==> src/rtl/wishbone_ctl_mc.sv <==
// Multi-channel Wishbone slave controller. A Caravel-style 32-bit slave port is
// decoded into NUM_CH equal address windows. Each access is forwarded to one
// backend channel with a req/ack handshake and an optional timeout.
module wishbone_ctl_mc #(
    parameter logic [31:0] BASE_ADDR     = 32'h3000_0000,
    parameter int          NUM_CH        = 4,
    parameter int          CH_SPAN_LOG2  = 8,
    parameter int          OPCODE_OFFSET = 0,
    parameter int          TIMEOUT       = 255
) (
    input  logic                      wb_clk_i,
    input  logic                      wb_rst_i,
    input  logic                      wbs_stb_i,
    input  logic                      wbs_cyc_i,
    input  logic                      wbs_we_i,
    input  logic [3:0]                wbs_sel_i,
    input  logic [31:0]               wbs_dat_i,
    input  logic [31:0]               wbs_adr_i,
    output logic                      wbs_ack_o,
    output logic [31:0]               wbs_dat_o,
    output logic [NUM_CH-1:0]         ch_req_o,
    output logic                      ch_we_o,
    output logic [CH_SPAN_LOG2-1:0]   ch_addr_o,
    output logic [31:0]               ch_wdata_o,
    output logic [3:0]                ch_wmask_o,
    output logic [NUM_CH-1:0]         ch_config_en_o,
    input  logic [NUM_CH-1:0]         ch_ack_i,
    input  logic [32*NUM_CH-1:0]      ch_rdata_i,
    output logic                      timeout_o
);

    localparam int CHW = (NUM_CH > 1) ? $clog2(NUM_CH) : 1;
    // Counter is kept at least one bit wide so TIMEOUT=0 still elaborates.
    localparam int CW  = (TIMEOUT > 0) ? $clog2(TIMEOUT + 1) : 1;
    localparam logic [CW-1:0] CNT_LAST = CW'((TIMEOUT > 0) ? TIMEOUT - 1 : 0);
    // 33-bit bounds so a window ending at 2^32 cannot wrap to a small address.
    localparam logic [32:0] BASE33  = {1'b0, BASE_ADDR};
    localparam logic [32:0] LIMIT33 = BASE33 + (33'(NUM_CH) << CH_SPAN_LOG2);
    localparam logic [CH_SPAN_LOG2-1:0] OPC_OFF = CH_SPAN_LOG2'(OPCODE_OFFSET);

    typedef enum logic [1:0] {S_IDLE, S_WAIT, S_ACK} state_t;

    state_t                  state, state_d;
    logic [CW-1:0]           cnt, cnt_d;
    logic [CHW-1:0]          idx_q;
    logic                    req, hit, latch;
    logic [31:0]             rel;
    logic [CHW-1:0]          idx_in;
    logic [CH_SPAN_LOG2-1:0] off_in;
    logic [NUM_CH-1:0]       oh_in;
    logic                    ack_sel;
    logic [31:0]             rdata_sel;
    logic [NUM_CH-1:0]       req_d, cfg_d;
    logic                    ack_d, tmo_d;
    logic [31:0]             dat_d;

    assign req       = wbs_stb_i & wbs_cyc_i;
    assign hit       = ({1'b0, wbs_adr_i} >= BASE33) && ({1'b0, wbs_adr_i} < LIMIT33);
    assign rel       = wbs_adr_i - BASE_ADDR;
    assign idx_in    = CHW'(rel >> CH_SPAN_LOG2);
    assign off_in    = wbs_adr_i[CH_SPAN_LOG2-1:0];
    assign ack_sel   = ch_ack_i[idx_q];
    assign rdata_sel = ch_rdata_i[32*idx_q +: 32];

    // One-hot select of the channel addressed by the incoming request.
    always_comb begin
        oh_in         = '0;
        oh_in[idx_in] = 1'b1;
    end

    // Next-state and next registered-output logic for the transfer FSM.
    always_comb begin
        state_d = state;
        cnt_d   = cnt;
        req_d   = ch_req_o;
        cfg_d   = ch_config_en_o;
        ack_d   = 1'b0;
        tmo_d   = 1'b0;
        dat_d   = '0;
        latch   = 1'b0;
        case (state)
            S_IDLE: begin
                if (req) begin
                    latch = 1'b1;
                    if (hit) begin
                        state_d = S_WAIT;
                        cnt_d   = '0;
                        req_d   = oh_in;
                        cfg_d   = (wbs_we_i && off_in == OPC_OFF) ? oh_in : '0;
                    end else begin
                        // Miss: complete immediately with zero data, write dropped.
                        state_d = S_ACK;
                        ack_d   = 1'b1;
                    end
                end
            end
            S_WAIT: begin
                cnt_d = cnt + 1'b1;
                if (!wbs_cyc_i) begin
                    // Master abort beats a same-cycle backend ack.
                    state_d = S_IDLE;
                    req_d   = '0;
                    cfg_d   = '0;
                end else if (ack_sel) begin
                    state_d = S_ACK;
                    ack_d   = 1'b1;
                    dat_d   = ch_we_o ? 32'h0 : rdata_sel;
                    req_d   = '0;
                    cfg_d   = '0;
                end else if (TIMEOUT != 0 && cnt == CNT_LAST) begin
                    state_d = S_ACK;
                    ack_d   = 1'b1;
                    tmo_d   = 1'b1;
                    req_d   = '0;
                    cfg_d   = '0;
                end
            end
            S_ACK: begin
                state_d = S_IDLE;
            end
            default: begin
                state_d = S_IDLE;
                req_d   = '0;
                cfg_d   = '0;
            end
        endcase
    end

    // State, counter and handshake outputs; reset discards any in-flight transfer.
    always_ff @(posedge wb_clk_i or posedge wb_rst_i) begin
        if (wb_rst_i) begin
            state          <= S_IDLE;
            cnt            <= '0;
            ch_req_o       <= '0;
            ch_config_en_o <= '0;
            wbs_ack_o      <= 1'b0;
            wbs_dat_o      <= '0;
            timeout_o      <= 1'b0;
        end else begin
            state          <= state_d;
            cnt            <= cnt_d;
            ch_req_o       <= req_d;
            ch_config_en_o <= cfg_d;
            wbs_ack_o      <= ack_d;
            wbs_dat_o      <= dat_d;
            timeout_o      <= tmo_d;
        end
    end

    // Request fields captured on acceptance and held until the next accepted request.
    always_ff @(posedge wb_clk_i or posedge wb_rst_i) begin
        if (wb_rst_i) begin
            idx_q      <= '0;
            ch_we_o    <= 1'b0;
            ch_addr_o  <= '0;
            ch_wdata_o <= '0;
            ch_wmask_o <= '0;
        end else if (latch) begin
            idx_q      <= idx_in;
            ch_we_o    <= wbs_we_i;
            ch_addr_o  <= off_in;
            ch_wdata_o <= wbs_dat_i;
            ch_wmask_o <= wbs_we_i ? wbs_sel_i : 4'h0;
        end
    end

endmodule

==> config.mk <==
export PLATFORM = sky130hd
export DESIGN_NAME = wishbone_ctl_mc
export DESIGN_NICKNAME = d
export VERILOG_FILES = /design/src/rtl/wishbone_ctl_mc.sv
export SDC_FILE = /design/constraint.sdc
export NUM_CORES = 1
export LEC_CHECK = 0
export ABC_AREA = 1
export BUFFER_PORTS_ARGS = -buffer_cell sky130_fd_sc_hd__buf_4
export CORE_AREA = 2 2 112 114
export DETAILED_ROUTE_END_ITERATION = 10
export DIE_AREA = 0 0 114 116
export HOLD_SLACK_MARGIN = 0.08
export PLACE_DENSITY = 0.77
export RECOVER_POWER = 50
export REMOVE_ABC_BUFFERS = 1
export SYNTH_ARGS = -nofsm -noshare
export SYNTH_HDL_FRONTEND = slang
export SYNTH_SLANG_ARGS = --single-unit
==> constraint.sdc <==
create_clock -name wb_clk_i -period 8.41 [get_ports wb_clk_i]
set_clock_uncertainty 0.05 [all_clocks]
set_input_delay 0 -clock wb_clk_i [delete_from_list [all_inputs] [get_ports wb_clk_i]]
set_output_delay 0 -clock wb_clk_i [all_outputs]
set_load 0.005 [all_outputs]
# [After elaboration in Yosys (flattened, before gate mapping)]
# Index checks and enable logic that the tools add are counted.
[totals] register_bits=99 latchBits=0 mem_bits_rw=0 rom_bits=0 input_bits=205 output_inout_bits=87 word_cells=76 mem_count=0
[op_classes] n_addsub=2 multipliers=0 div_mod_pow=0 order_cmp=5 eq_ne=6 shifts=1 n_mux=39 n_bitwise=2 n_reduce_logical=9
[ops] cell="32-bit 2-to-1 mux" count=4
[ops] cell="128-bit by 8-bit variable part select with 32-bit output" count=1
[ops] cell="4-bit 2-to-1 mux" count=9
[ops] cell="32-bit by 30-bit >= comparator with 1-bit output, second input constant" count=1
[ops] cell="32-bit by 30-bit < comparator with 1-bit output, second input constant" count=1
[ops] cell="4-bit one-hot mux with 3 select lines" count=2
[ops] cell="8-bit 2-to-1 mux" count=2
[ops] cell="8-bit one-hot mux with 2 select lines" count=1
[ops] cell="1-bit 2-to-1 mux" count=12
[ops] cell="2-bit 2-to-1 mux" count=5
[ops] cell="10-bit by 1-bit subtractor with 10-bit output, second input constant" count=1
[ops] cell="8-bit by 1-bit adder with 8-bit output, second input constant" count=1
[ops] cell="8-bit == test, second input constant" count=1
[ops] cell="8-bit logical NOT" count=1
[ops] cell="2-bit by 3-bit < comparator with 1-bit output, second input constant" count=2
[ops] cell="2-bit inequality test, second input constant" count=2
[ops] cell="4-bit inequality test, second input constant" count=1
[ops] cell="2-bit one-hot mux with 2 select lines" count=1
[ops] cell="4-bit AND reduction" count=1
[ops] cell="1-bit logical AND" count=3
[ops] cell="3-bit AND reduction" count=1
[ops] cell="1-bit binary-select mux with 2-bit select" count=1
[ops] cell="1-bit demux with 2-bit select" count=1
[ops] cell="2-bit by 1-bit == test with 1-bit output, second input constant" count=1
[ops] cell="8 further kinds" count=8

# [Depth between registers and ports, before layout]
[logic_depth] ltp_word=9 ltp_mapped=11 mapped_depth_nobuf=11

# [Least setup slack after synthesis]
# No wires, ideal clock.
[synth_timing] kind="flip-flop to flip-flop" startpoint="register cnt[0]" endpoint="register ch_config_en_o[0]" setup_ns=0.116 arrival_time_ns=1.270 required_ns=8.244 slack_ns=6.973 path_stages_with_launch=12 path_buffers=0 period_less_slack_ns=1.437 cell_sequence="dfrtp_1 -> inv_1 -> ha_1 -> inv_1 -> nor2_1 -> nand2_1 -> nand2_2 -> nor2_4 -> nor2_8 -> nand2_4 -> nand2_1 -> nand2_1"
[synth_between] elab_chain_cells=3
[synth_lines] element="start, declared" line="44" source="logic [CW-1:0] cnt, cnt_d;"
[synth_lines] element="start signal, assigned" line="141" source="cnt <= cnt_d;"
[synth_lines] element="8-bit == test" line="110" source="end else if (TIMEOUT != 0 && cnt == CNT_LAST) begin"
[synth_lines] element="4-bit inequality test (no line)"
[synth_lines] element="4-bit AND reduction (no line)"
[synth_lines] element="end signal, assigned" line="143" source="ch_config_en_o <= cfg_d;"
[synth_lines] element="end, declared" line="26" source="output logic [NUM_CH-1:0] ch_config_en_o,"
# Every way passes these cells.
# A chain may end at the register's enable or synchronous reset.

==> flow_summary.ini <==
[run_status]
status = complete, but fails checks
violations = max-capacitance violations, max-slew violations

[route]
wl_per_cell_um = 16.0
first_iter_violations = 390
viasPerCell = 4.97
num_vias = 5760
routed_wl_um = 18500
postRouteAntennaNets = 0
drc = 0
dr.pass1.iters = 4

[global_routing]
met3_usage_pct = 8.32
antenna_found_initial = 0
use_met1_pct = 31.2
grt_pass1_vias = 5974
grt_max_degree = 68
top_usage_layer = met2
gr-total-overflow = 0
grt_usage_pct = 28.3
met2_usage_pct = 49.6
grt_pass1_wl_um = 29400

[cts]
worstSkewPairLatency_ns = 0.33
htree_levels = 3
cts_setup_buffers = 0
clk_pin_slew_ns = 0.07
ctsHoldBuffers = 127
numClockSinks = 99
numCtsBuffers = 9
cts_resized = 0
clockBufferDepth = 2
cts_tree = yes
clockRootBuffer = clkbuf_16

[logic_synthesis]
synth_cell_types = 30
ys_ff_latch = 99
synth_area_leader_cell = dfrtp_1
syn_avg_cell_area_um2 = 8.19
syn_inst = 612
synth_warnings = 0
syn-cell-area_mm2 = 0.00501
synth.area.top_cells = dfrtp_1 (49%), nand2_1 (19%), a211oi_2 (7.5%)
yosys.area.top_type_share_pct = 49.5
synth-seq-area-share_pct = 49.5

[floorplan]
num_rows = 40
dieArea_mm2 = 0.0132
coreArea_mm2 = 0.0119
ios = 292
start_util_pct = 42.1
die_x_um = 114
die_h_um = 116

[sta]
final_max_slew_viol_count = 102
grt_setup_unrepaired = no
setup_slack_ns = 3.76
tightest_slew_ns = 3.24
setup_viol = 0
max_slew_margin_pct = -116
worst_hold_slack_ns = 0.102
fin_crit_ns = 4.65
hold_viol_final = 0
fin_crit_sh_pct = 55.3
clock.fmax_ghz = 0.215
finalSetupTns_ns = 0

[pwr]
peakVddDrop_uv = 129
power.density_mw_per_mm2 = 214
p_leak_nw = 4.60
total_power_mw = 1.86

[cells_and_area]
utilization_pct = 73.2
nFillCells = 905
syn_to_final_growth_pct = 73.9
final_cell_count_no_fill = 1160
stdcell_area_mm2 = 0.00871
layout_commonest_cell = nand2_1
final_cell_mix = nand2_1 (254), buf_4 (203), dlygate4sd3_1 (127), dfrtp_1 (98), a21oi_1 (65)
multi_input_area_mm2 = 0.00225
diodes = 0
nNetsFinal = 1215
drive_above_1_share_pct = 32.8
regArea_mm2 = 0.00248

[placed_design]
gp_congestion = 0.914
place_inst = 1017
port_buffers = 291
place_ws_ns = 5.06
place_area_mm2 = 0.00721
hpwl_um = 11800

[hold_path]
hold_path_depth = 6
min_path_type = primary input to register

[worst_setup_path]
setup.worst_path.end_class = asynchronous set/reset pin
r2r_cells = 8
critPathKind = primary input to asynchronous set/reset pin
critPathArrivalTime_ns = 4.07
cp_max_fo = 59
critPathLaunchType = primary input
critPathRequiredTime_ns = 7.83
rrSetupSlack_ns = 4.48

[job]
cap_viol_max_count = 2
==> synth_stat cells, drive strengths merged <==
cell / count
inv: 27
nor2: 33
dfrtp: 99
nand2: 258
xor2: 5
o22ai: 3
or2: 2
nand3: 26
a21oi: 65
nand4: 3
nor4: 1
nor3: 5
o21ai: 17
buf: 23
a211oi: 32
ha: 2
clkbuf: 11
==> state kept, by name (all words and copies together), names as in the netlist <==
register,flops
wbs_dat_o,32
ch_wdata_o,32
ch_req_o,4
idx_q,2
ch_wmask_o,4
ch_config_en_o,4
wbs_ack_o,1
cnt,8
state,2
ch_we_o,1
timeout_o,1
ch_addr_o,8
==> report_power, final <==
group | switching, mW | internal, mW | total, mW
logic | 0.417 | 0.313 | 0.730
registers | 0.103 | 0.580 | 0.683
clock network | 0.185 | 0.263 | 0.448
total | 0.705 | 1.16 | 1.86
==> layer usage <==
| layer | wire length (um) | vias to the layer above |
|---|---|---|
| li1 | - | 2786 |
| met1 | 6840 | 2662 |
| met2 | 9340 | 252 |
| met3 | 1530 | 60 |
| met4 | 799 | 0 |
| met5 | 0 | - |
==> final timing paths <==
check | from | endpoint
hold / removal | ch_ack_i[1] | state[0]
setup / recovery | wb_rst_i | idx_q[0]
min in group asynchronous | wb_rst_i | ch_wdata_o[28]
setup reg to reg | idx_q[0] | wbs_dat_o[0]
max in group wb_clk_i | idx_q[0] | wbs_dat_o[0]
hold reg to reg | ch_wdata_o[8] | ch_wdata_o[8]
==> worst max-delay path: stages <==
cell and delay [ns]:
dlygate4sd3_1 0.54, clkbuf_4 0.14, clkinvlp_2 0.99, clkbuf_1 2.37
==> cell families after synthesis <==
kind of cell             after synthesis  share of synthesized area [%]
AND/OR/NAND/NOR                      328                           27.0
AO/OA/AOI/OAI                        117                           16.6
flip-flops                            99                           49.5
buffers and inverters                 61                           5.57
XOR/XNOR                               5                          0.874
adder cells (fa/ha/maj)                2                          0.499
==> final cells by class <==
class	count	area share, %
timing repair buffer	419	38.7
sequential	99	28.4
multi-input combinational	452	25.9
clock buffer	9	2.58
tap	147	2.11
inverter	27	1.18
clock inverter	7	1.15
Note: power is estimated with default switching activity, not from simulation.
